### src/rtl/mem_stage.sv
// Memory-access stage of nqcpu: runs byte/word loads and stores on a 16-bit,
// byte-enabled bus, splitting misaligned word accesses into two beats.
module mem_stage (
   input  logic        clk,
   input  logic        rst,
   input  logic        en,
   input  logic [15:0] addr_in,
   input  logic [15:0] wdata_in,
   input  logic        memReadB,
   input  logic        memReadW,
   input  logic        memWriteB,
   input  logic        memWriteW,
   input  logic [32:0] ctrl_in,
   input  logic [15:0] pc_in,
   output logic        busy,
   output logic        done,
   output logic [15:0] rdata_out,
   output logic [32:0] ctrl_out,
   output logic [15:0] pc_out,
   output logic        bus_req,
   output logic        bus_we,
   output logic [14:0] bus_addr,
   output logic [1:0]  bus_be,
   output logic [15:0] bus_wdata,
   input  logic [15:0] bus_rdata,
   input  logic        bus_ack
);

   typedef enum logic [1:0] {IDLE, BEAT1, BEAT2, DONE} stateT;

   stateT       state;
   stateT       stateNext;

   logic        isLoad;
   logic        isWord;
   logic        oddAddr;
   logic [7:0]  wdataHigh;
   logic [7:0]  lowByte;

   logic        startAny;
   logic        startWrite;
   logic        startWord;
   logic        beatDone;
   logic        splitWord;

   logic        reqNext;
   logic        weNext;
   logic [14:0] addrNext;
   logic [1:0]  beNext;
   logic [15:0] wdataNext;
   logic        startLatch;
   logic        captureLow;
   logic        updateRdata;
   logic [15:0] loadResult;

   // Priority among the flags is writes over reads, words over bytes.
   assign startAny   = memWriteW | memWriteB | memReadW | memReadB;
   assign startWrite = memWriteW | memWriteB;
   assign startWord  = memWriteW | (~memWriteB & memReadW);

   assign beatDone   = bus_req & bus_ack;
   assign splitWord  = isWord & oddAddr;

   assign busy = (state != IDLE);
   assign done = (state == DONE);

   always_comb begin
      stateNext   = state;
      reqNext     = bus_req;
      weNext      = bus_we;
      addrNext    = bus_addr;
      beNext      = bus_be;
      wdataNext   = bus_wdata;
      startLatch  = 1'b0;
      captureLow  = 1'b0;
      updateRdata = 1'b0;
      case (state)
         IDLE: begin
            if (en) begin
               startLatch = 1'b1;
               if (startAny) begin
                  stateNext = BEAT1;
                  reqNext   = 1'b1;
                  weNext    = startWrite;
                  addrNext  = addr_in[15:1];
                  if (startWord && !addr_in[0]) begin
                     beNext    = 2'b11;
                     wdataNext = wdata_in;
                  end else begin
                     beNext    = addr_in[0] ? 2'b10 : 2'b01;
                     wdataNext = {2{wdata_in[7:0]}};
                  end
               end else begin
                  stateNext = DONE;
               end
            end
         end
         BEAT1: begin
            if (beatDone) begin
               if (splitWord) begin
                  stateNext  = BEAT2;
                  addrNext   = bus_addr + 15'd1;
                  beNext     = 2'b01;
                  wdataNext  = {2{wdataHigh}};
                  captureLow = 1'b1;
               end else begin
                  stateNext   = DONE;
                  reqNext     = 1'b0;
                  updateRdata = isLoad;
               end
            end
         end
         BEAT2: begin
            if (beatDone) begin
               stateNext   = DONE;
               reqNext     = 1'b0;
               updateRdata = isLoad;
            end
         end
         DONE: begin
            stateNext = IDLE;
         end
         default: begin
            stateNext = IDLE;
         end
      endcase
   end

   // Assemble the load value from the beat completing now (plus the saved low byte).
   always_comb begin
      if (splitWord) begin
         loadResult = {bus_rdata[7:0], lowByte};
      end else if (isWord) begin
         loadResult = bus_rdata;
      end else if (oddAddr) begin
         loadResult = {8'h00, bus_rdata[15:8]};
      end else begin
         loadResult = {8'h00, bus_rdata[7:0]};
      end
   end

   always_ff @(posedge clk) begin
      if (rst) begin
         state <= IDLE;
      end else begin
         state <= stateNext;
      end
   end

   // rdata_out is written on the edge the last beat completes so it is valid with done.
   always_ff @(posedge clk) begin
      if (rst) begin
         bus_req   <= 1'b0;
         bus_we    <= 1'b0;
         bus_addr  <= 15'd0;
         bus_be    <= 2'b00;
         bus_wdata <= 16'd0;
         rdata_out <= 16'd0;
         ctrl_out  <= 33'd0;
         pc_out    <= 16'd0;
         isLoad    <= 1'b0;
         isWord    <= 1'b0;
         oddAddr   <= 1'b0;
         wdataHigh <= 8'd0;
         lowByte   <= 8'd0;
      end else begin
         bus_req   <= reqNext;
         bus_we    <= weNext;
         bus_addr  <= addrNext;
         bus_be    <= beNext;
         bus_wdata <= wdataNext;
         if (startLatch) begin
            ctrl_out  <= ctrl_in;
            pc_out    <= pc_in;
            isLoad    <= startAny & ~startWrite;
            isWord    <= startWord;
            oddAddr   <= addr_in[0];
            wdataHigh <= wdata_in[15:8];
         end
         if (captureLow) begin
            lowByte <= bus_rdata[15:8];
         end
         if (updateRdata) begin
            rdata_out <= loadResult;
         end
      end
   end

endmodule

### config.mk
export PLATFORM = sky130hd
export DESIGN_NAME = mem_stage
export DESIGN_NICKNAME = d
export VERILOG_FILES = /design/src/rtl/mem_stage.sv
export SDC_FILE = /design/constraint.sdc
export NUM_CORES = 1
export LEC_CHECK = 0
export BUFFER_PORTS_ARGS = -buffer_cell sky130_fd_sc_hd__buf_4
export CORE_ASPECT_RATIO = 0.9
export CORE_UTILIZATION = 30
export CTS_CLUSTER_SIZE = 20
export DETAILED_ROUTE_END_ITERATION = 12
export GPL_TIMING_DRIVEN = 0
export SLEW_MARGIN = 10
export SYNTH_ARGS = -nofsm -noshare
export SYNTH_HDL_FRONTEND = slang
export SYNTH_SLANG_ARGS = --single-unit
### constraint.sdc
create_clock -name clk -period 2.4 [get_ports clk]
set_input_delay 0.48 -clock clk [delete_from_list [all_inputs] [get_ports clk]]
set_output_delay 0.48 -clock clk [all_outputs]
set_load 0.02 [all_outputs]
==> flow_results.xml, run 1 <==
<?xml version="1.0" encoding="UTF-8"?>
<metrics>
  <group name="critical_path">
    <metric name="ff2ff_path_depth" unit="">7</metric>
    <metric name="worst-path-buf-inv" unit="">4</metric>
    <metric name="required" unit="ps">2720</metric>
    <metric name="worstPathMaxFanout" unit="">10</metric>
    <metric name="r2r_start" unit="">state[1]$_SDFFE_PP0P_</metric>
    <metric name="worst_setup_path_start_kind" unit="">flip-flop</metric>
    <metric name="reg2reg_slack" unit="ps">200</metric>
    <metric name="timing.setup.critical_path_class" unit="">flip-flop to flip-flop</metric>
    <metric name="critPathTopFamily" unit="">buffers and inverters</metric>
    <metric name="worstPathCellList" unit="">inv_1, ha_1, buf_2, buf_4, clkbuf_1, o21ai_0, a311oi_1</metric>
    <metric name="worst_setup_path_end_kind" unit="">flip-flop</metric>
    <metric name="timing.rr.end" unit="">bus_addr[6]$_SDFFE_PP0P_</metric>
    <metric name="cp_num_cells" unit="">7</metric>
    <metric name="crit_path_top_delay_cell" unit="">clkbuf_1</metric>
    <metric name="worst_endpoint_data_arrival_time" unit="ps">2520</metric>
    <metric name="critical-path-max-stage-delay" unit="ps">530</metric>
  </group>
  <group name="sta">
    <metric name="fmax" unit="MHz">455</metric>
    <metric name="grt_setup_unrepaired" unit="">no</metric>
    <metric name="worst_clock_skew" unit="ps">9.01</metric>
    <metric name="layout_worst_path_cycle_share" unit="%">91.6</metric>
    <metric name="maxSlewViolCount" unit="">0</metric>
    <metric name="timing.max_slew.rel_slack" unit="%">51.1</metric>
    <metric name="finalSetupTns" unit="ps">0</metric>
    <metric name="final_hold_vio_count" unit="">0</metric>
    <metric name="finalSetupViolations" unit="">0</metric>
    <metric name="worst_hold_slack" unit="ps">310</metric>
    <metric name="final_critical_period" unit="ps">2200</metric>
    <metric name="timing_worst_slew_pin_value" unit="ps">726</metric>
  </group>
  <group name="hold_path">
    <metric name="holdCritPathClass" unit="">primary input to flip-flop</metric>
    <metric name="hp-start" unit="">ctrl_in[24]</metric>
    <metric name="timing.hold.worst_path_depth" unit="">3</metric>
    <metric name="timing.hold.worst_endpoint" unit="">ctrl_out[24]$_SDFFE_PP0P_</metric>
  </group>
  <group name="global_routing">
    <metric name="grt_start_max_net_pins" unit="">17</metric>
    <metric name="grt_use_met1" unit="%">25.5</metric>
    <metric name="overall_global_routing_resource_usage" unit="%">20.4</metric>
    <metric name="grt-ovfl-total" unit="">0</metric>
    <metric name="grtUsageMet2" unit="%">32.1</metric>
    <metric name="antenna_found_initial" unit="">0</metric>
    <metric name="grt_util_met3" unit="%">8.40</metric>
    <metric name="grt.busiest_layer" unit="">met2</metric>
    <metric name="grt_first_pass_wirelength" unit="um">28900</metric>
    <metric name="grt_pass1_vias" unit="">5355</metric>
  </group>
  <group name="drt">
    <metric name="detailroute.via_count" unit="">5529</metric>
    <metric name="wl_cell" unit="um">16.5</metric>
    <metric name="detail_route.first_pass.iterations" unit="">5</metric>
    <metric name="detail-route-antenna-nets" unit="">0</metric>
    <metric name="routed_wl" unit="um">18700</metric>
    <metric name="vias_per_cell" unit="">4.88</metric>
    <metric name="drt_iter0_drc" unit="">246</metric>
    <metric name="detail_route.drc_violations" unit="">0</metric>
  </group>
  <group name="floorplan">
    <metric name="rows" unit="">46</metric>
    <metric name="die_width" unit="um">144</metric>
    <metric name="io_pins" unit="">207</metric>
    <metric name="design.die.area" unit="um^2">18700</metric>
    <metric name="core-area" unit="um^2">17700</metric>
    <metric name="starting_density" unit="%">30.8</metric>
    <metric name="fp.dieH" unit="um">130</metric>
  </group>
  <group name="finish">
    <metric name="diodes" unit="">0</metric>
    <metric name="design.final.nets" unit="">990</metric>
    <metric name="area_delta_synth_final" unit="%">44.6</metric>
    <metric name="finish.cell_count_without_fillers" unit="">1132</metric>
    <metric name="final_layout_size_suffix_gt1_share" unit="%">30.5</metric>
    <metric name="layout.core_utilization" unit="%">44.6</metric>
    <metric name="finish.instance_area" unit="um^2">7880</metric>
  </group>
  <group name="placement">
    <metric name="io_buffers" unit="">205</metric>
    <metric name="gp_routability_congestion" unit="">0.859</metric>
    <metric name="place.detailed.instances" unit="">1100</metric>
    <metric name="post_detailed_placement_half_perimeter_wirelength" unit="um">13800</metric>
    <metric name="dpl-instance-area" unit="um^2">7290</metric>
  </group>
  <group name="clock_network">
    <metric name="tritoncts_clock_tree" unit="">built</metric>
    <metric name="cts_max_path_buffers" unit="">2</metric>
    <metric name="clk_latency" unit="ps">420</metric>
    <metric name="cts_inserted_buffers" unit="">17</metric>
    <metric name="cts_root_buffer" unit="">clkbuf_16</metric>
    <metric name="post-cts-setup-buffer-count" unit="">0</metric>
    <metric name="cts_resized" unit="">0</metric>
    <metric name="clock_sink_count" unit="">121</metric>
    <metric name="path_clk_slew" unit="ps">60</metric>
    <metric name="h-tree-depth" unit="">4</metric>
    <metric name="cts-hold-fix-buffers" unit="">0</metric>
  </group>
  <group name="yosys">
    <metric name="syn-num-nets" unit="">766</metric>
    <metric name="number_of_synthesized_flops_with_an_enable_pin" unit="">0</metric>
    <metric name="synth.ff_latch_count" unit="">121</metric>
    <metric name="yosysUniqueCellTypes" unit="">54</metric>
    <metric name="synth-compound-area-share" unit="%">22.5</metric>
    <metric name="syn-instance-count" unit="">655</metric>
    <metric name="area_share_of_and_or_nand_nor_cells_after_synthesis" unit="%">18.9</metric>
    <metric name="synth_cell_count_leaders" unit="">nand2_1 (161), dfxtp_1 (121), a21oi_1 (109), clkbuf_1 (35), mux2i_1 (30)</metric>
    <metric name="synth_most_common_cell" unit="">nand2_1</metric>
    <metric name="synth_area_leader_cell" unit="">dfxtp_1</metric>
    <metric name="synth_area_per_inst" unit="um^2">8.32</metric>
    <metric name="post_synth_xor_area_fraction" unit="%">0</metric>
    <metric name="post_syn_area" unit="um^2">5450</metric>
    <metric name="yosysTopAreaCellShare" unit="%">44.5</metric>
    <metric name="synth-warning-count" unit="">0</metric>
    <metric name="combinational_family_with_the_most_area_after_synthesis" unit="">compound AO/OA/AOI/OAI gates</metric>
    <metric name="sequential_element_share_of_the_synthesized_area" unit="%">44.5</metric>
    <metric name="primary_flip_flop_cell_chosen_by_synthesis_mapping" unit="">dfxtp_1</metric>
    <metric name="synthArstFlopShare" unit="%">0</metric>
    <metric name="synth.top_cells.by_area" unit="">dfxtp_1 (44%), nand2_1 (11%), a21oi_1 (10%), mux2i_1 (5.5%), clkbuf_1 (2.4%)</metric>
    <metric name="yosys-mux-area-fraction" unit="%">7.17</metric>
    <metric name="post_synth_fa_ha_maj_area_fraction" unit="%">1.38</metric>
  </group>
  <group name="power_and_ir_drop">
    <metric name="power.leakage" unit="nW">3.20</metric>
    <metric name="p_per_area" unit="nW/um^2">1160</metric>
    <metric name="vdd_ir_drop_max" unit="uV">537</metric>
  </group>
  <group name="job">
    <metric name="maxCapViolations" unit="">0</metric>
  </group>
  <group name="outcome">
    <metric name="status" unit="">completed</metric>
  </group>
</metrics>
[final cells by class]
class	count	area (um^2)
Clock inverter	11	121
Tap cell	240	300
Timing Repair Buffer	205	1540
Multi-Input combinational cell	468	2720
Fill cell	1822	9790
Buffer	56	265
Clock buffer	21	470
Inverter	10	37.5
Sequential cell	121	2420
[stage by stage]
stage / total power [W] / worst slack, ps
after floorplan: 0.00516 / 554
after global placement: 0.00660 / 152
after detailed placement: 0.00662 / 163
after CTS: 0.00920 / 201
after global routing: 0.00969 / 50.8
final: 0.00913 / 201
[kinds of logic (layout without fill, tap and decap cells)]
| family | after synthesis | after routing |
|---|---|---|
| simple gates | 234 | 234 |
| compound gates | 190 | 190 |
| flops | 121 | 121 |
| buf+inv | 66 | 303 |
| mux | 38 | 38 |
| fa+ha+maj | 6 | 6 |
[worst min-delay path, cell delays in order]
cell     delay [ps]
buf_4           110
nand2_1          40
a21oi_1          50
[report_power, final]
part           switching (W)  internal [W]
clock network       0.000957       0.00161
registers           0.000338       0.00243
logic                0.00230       0.00150
total                0.00360       0.00554
[worst max path at each step]
| stage | start | to | slack, ps |
|---|---|---|---|
| 6_report | state[1]$_SDFFE_PP0P_ | bus_addr[6]$_SDFFE_PP0P_ | 200 |
| 5_1_grt | state[1]$_SDFFE_PP0P_ | bus_addr[6]$_SDFFE_PP0P_ | 50 |
| 4_1_cts | state[1]$_SDFFE_PP0P_ | bus_addr[6]$_SDFFE_PP0P_ | 200 |
| 3_5_place_dp | rst | bus_addr[5]$_SDFFE_PP0P_ | 160 |
| 3_3_place_gp | rst | bus_addr[5]$_SDFFE_PP0P_ | 150 |
| 2_1_floorplan | bus_addr[0]$_SDFFE_PP0P_ | bus_addr[10]$_SDFFE_PP0P_ | 550 |
[routing by layer]
layer / part of all wire (%) / vias up
met1: 44 / 2531
met4: 1.2 / 0
met2: 45 / 188
li1: - / 2792
met3: 9.0 / 18
met5: 0 / -
[cell usage in the layout, fill, tap and decap left out, drive strengths merged, types with 9 or more instances in the layout]
cell    instances
nand2         162
buf           226
clkbuf         56
nand3          16
inv            10
nor2           17
o31ai           9
dfxtp         121
a211oi         15
o211ai         10
nor4           11
a311oi         13
a21oi         109
mux2i          30
[sequential cells by signal, summed over array words and instances (netlist names), 2 cells and up]
| signal | count |
|---|---|
| state | 2 |
| pc_out | 16 |
| bus_wdata | 16 |
| bus_be | 2 |
| ctrl_out | 33 |
| rdata_out | 16 |
| bus_addr | 15 |
| lowByte | 8 |
| wdataHigh | 8 |
Power figures use the tool's default switching activity.
==> run 2, diff against run 1 <==
--- a/config.mk
+++ b/config.mk
@@ -11,6 +11,7 @@
 export CTS_CLUSTER_SIZE = 20
 export DETAILED_ROUTE_END_ITERATION = 12
 export GPL_TIMING_DRIVEN = 0
+export SETUP_SLACK_MARGIN = 0.4
 export SLEW_MARGIN = 10
 export SYNTH_ARGS = -nofsm -noshare
 export SYNTH_HDL_FRONTEND = slang
==> run 2 against run 1 <==
Effect of this change: non-clock buffer count grew 4; final cell count grew 0.35%; power grew 2.6%; clock power barely moved; sequential power barely moved; wire length grew 0.27%; first-iteration DRC count down 2.8%; maximum frequency rose by 15%; hold slack better by 1.5 ps; clock skew up 2.7 ps; setup slack gained 280 ps; utilization rose by 0.70 points; critical endpoint is now busy; highest routed layer unchanged.
==> flow_results.xml, run 2 (same netlist as run 1, synthesis figures left out) <==
<?xml version="1.0" encoding="UTF-8"?>
<metrics>
  <group name="power_and_ir_drop">
    <metric name="power_frac_comb" unit="%">43.1</metric>
    <metric name="power.net_switching" unit="W">0.00365</metric>
    <metric name="power.share.clock" unit="%">27.3</metric>
    <metric name="seq_power_share" unit="%">29.6</metric>
    <metric name="vdd_ir_drop_max" unit="uV">539</metric>
    <metric name="p_per_area" unit="nW/um^2">1170</metric>
    <metric name="cellInternalPower" unit="W">0.00572</metric>
    <metric name="power.leakage" unit="nW">3.28</metric>
    <metric name="switching_share" unit="%">39.0</metric>
  </group>
  <group name="clock_network">
    <metric name="h-tree-depth" unit="">4</metric>
    <metric name="cts_max_path_buffers" unit="">2</metric>
    <metric name="tritoncts_clock_tree" unit="">built</metric>
    <metric name="cts_inserted_buffers" unit="">17</metric>
    <metric name="path_clk_slew" unit="ps">60</metric>
    <metric name="cts_root_buffer" unit="">clkbuf_16</metric>
    <metric name="clk_latency" unit="ps">420</metric>
    <metric name="clock_sink_count" unit="">121</metric>
  </group>
  <group name="sta">
    <metric name="layout_worst_path_cycle_share" unit="%">79.9</metric>
    <metric name="fmax" unit="MHz">522</metric>
    <metric name="timing.max_slew.rel_slack" unit="%">51.6</metric>
    <metric name="worst_clock_skew" unit="ps">11.7</metric>
    <metric name="grt_setup_unrepaired" unit="">yes</metric>
    <metric name="finalSetupViolations" unit="">0</metric>
    <metric name="timing_worst_slew_pin_value" unit="ps">720</metric>
    <metric name="setup_ws" unit="ps">483</metric>
    <metric name="final_critical_period" unit="ps">1920</metric>
    <metric name="final_hold_vio_count" unit="">0</metric>
    <metric name="maxSlewViolCount" unit="">0</metric>
    <metric name="finalSetupTns" unit="ps">0</metric>
  </group>
  <group name="drt">
    <metric name="detail_route.drc_violations" unit="">0</metric>
    <metric name="vias_per_cell" unit="">4.91</metric>
    <metric name="detail_route.first_pass.iterations" unit="">6</metric>
    <metric name="detail-route-antenna-nets" unit="">0</metric>
    <metric name="wl_cell" unit="um">16.5</metric>
    <metric name="detailroute.via_count" unit="">5576</metric>
    <metric name="routed_wl" unit="um">18800</metric>
    <metric name="drt_iter0_drc" unit="">239</metric>
  </group>
  <group name="floorplan">
    <metric name="starting_density" unit="%">30.8</metric>
    <metric name="rows" unit="">46</metric>
    <metric name="fp.dieH" unit="um">130</metric>
    <metric name="core-area" unit="um^2">17700</metric>
    <metric name="io_pins" unit="">207</metric>
    <metric name="design.die.area" unit="um^2">18700</metric>
    <metric name="die_width" unit="um">144</metric>
  </group>
  <group name="placement">
    <metric name="io_buffers" unit="">205</metric>
    <metric name="post_detailed_placement_half_perimeter_wirelength" unit="um">13800</metric>
    <metric name="gp_routability_congestion" unit="">0.859</metric>
    <metric name="dpl-instance-area" unit="um^2">7290</metric>
    <metric name="dpl_worst_slack" unit="ps">163</metric>
  </group>
  <group name="finish">
    <metric name="regMostFlops" unit="">ctrl_out</metric>
    <metric name="layout.filler_cells" unit="">1819</metric>
    <metric name="final_layout_size_suffix_gt1_share" unit="%">33.9</metric>
    <metric name="layout.core_utilization" unit="%">45.3</metric>
    <metric name="largest_register_ff_count" unit="">33</metric>
    <metric name="diodes" unit="">0</metric>
    <metric name="layout.cells.most_common" unit="">buf_4</metric>
    <metric name="design.final.nets" unit="">994</metric>
    <metric name="finish.instance_area" unit="um^2">8000</metric>
    <metric name="most-common-layout-cells" unit="">buf_4 (215), nand2_1 (161), dfxtp_1 (118)</metric>
    <metric name="area_delta_synth_final" unit="%">46.9</metric>
  </group>
  <group name="critical_path">
    <metric name="worst_endpoint_data_arrival_time" unit="ps">1440</metric>
    <metric name="crit_path_top_delay_cell" unit="">dfxtp_2</metric>
    <metric name="worst_setup_path_start_kind" unit="">flip-flop</metric>
    <metric name="critical-path-max-stage-delay" unit="ps">360</metric>
    <metric name="worstPathCellList" unit="">inv_1, ha_1, buf_4, inv_1, buf_4</metric>
    <metric name="timing.setup.critical_path_class" unit="">flip-flop to primary output</metric>
    <metric name="worst_setup_path_end_kind" unit="">primary output</metric>
    <metric name="worstPathMaxFanout" unit="">9</metric>
    <metric name="required" unit="ps">1920</metric>
  </group>
  <group name="global_routing">
    <metric name="antenna_found_initial" unit="">0</metric>
    <metric name="grt_start_max_net_pins" unit="">17</metric>
    <metric name="grt_pass1_vias" unit="">5355</metric>
    <metric name="grt-ovfl-total" unit="">0</metric>
    <metric name="grt_first_pass_wirelength" unit="um">28900</metric>
    <metric name="overall_global_routing_resource_usage" unit="%">20.4</metric>
  </group>
  <group name="job">
    <metric name="maxCapViolations" unit="">0</metric>
  </group>
  <group name="hold_path">
    <metric name="holdCritPathClass" unit="">primary input to flip-flop</metric>
  </group>
  <group name="outcome">
    <metric name="status" unit="">completed</metric>
  </group>
</metrics>
==> run 2: changes by cell type in the layout (fill, tap and decap cells not counted), sizes merged <==
cell,before,now
buf,226,228
clkbuf,56,58
==> run 2: routing by layer <==
layer	vias to the layer above	track usage, %	wire (um)
li1	2798	-	-
met1	2579	25.5	8400
met2	185	32.1	8570
met3	14	8.40	1650
met4	0	6.01	157
met5	-	0	0
==> run 2: area by class of cell <==
cell class,count,area [um^2],area share [%]
buffer,56,300,3.75
inverter,10,37.5,0.469
tap,240,300,3.75
multi-input combinational,468,2760,34.5
sequential,121,2430,30.3
clock inverter,11,121,1.52
timing repair buffer,209,1580,19.8
clock buffer,21,470,5.88
==> run 2: power by group through the flow <==
| stage | Combinational (W) | Sequential (W) | Clock (W) |
|---|---|---|---|
| floorplan | 0.00200 | 0.00316 | 0 |
| CTS | 0.00384 | 0.00277 | 0.00261 |
| global route | 0.00440 | 0.00283 | 0.00271 |
| finish | 0.00404 | 0.00278 | 0.00256 |
| global placement | 0.00380 | 0.00280 | 0 |
| detailed placement | 0.00381 | 0.00281 | 0 |
==> run 2: path summary, 6_finish.rpt <==
check / startpoint / endpoint / slack [ps] / depth (start not counted)
max: state[1]$_SDFFE_PP0P_ / busy / 480 / 5
min: ctrl_in[24] / ctrl_out[24]$_SDFFE_PP0P_ / 310 / 3
max reg2reg: state[1]$_SDFFE_PP0P_ / bus_wdata[7]$_SDFFE_PP0P_ / 500 / 9
min reg2reg: rdata_out[9]$_SDFFE_PP0P_ / rdata_out[9]$_SDFFE_PP0P_ / 450 / 2
==> run 2: worst max-delay path, delay by kind of cell, from the launching register on <==
| family | cells | cell delay [ps] |
|---|---|---|
| DFF | 1 | 360 |
| adders and majority gates | 1 | 190 |
| buffers and inverters | 4 | 470 |
==> run 2: metrics by stage <==
step	hold slack, ps	total power (W)	std cells
after global routing	298	0.00994	1136
after CTS	295	0.00922	1132
final	311	0.00937	1136
after global placement	442	0.00660	1100
after floorplan	449	0.00516	655
after detailed placement	447	0.00662	1100
==> run 2: what timing repair did <==
item / in CTS / in global routing
hold buffers: 0 / 0
pin swaps: 1 / 2
endpoints found under the hold margin: 0 / 0
gates cloned: 0 / 0
setup buffers: 0 / 4
endpoints found under the setup margin: 26 / 102
gates resized for setup: 6 / 40
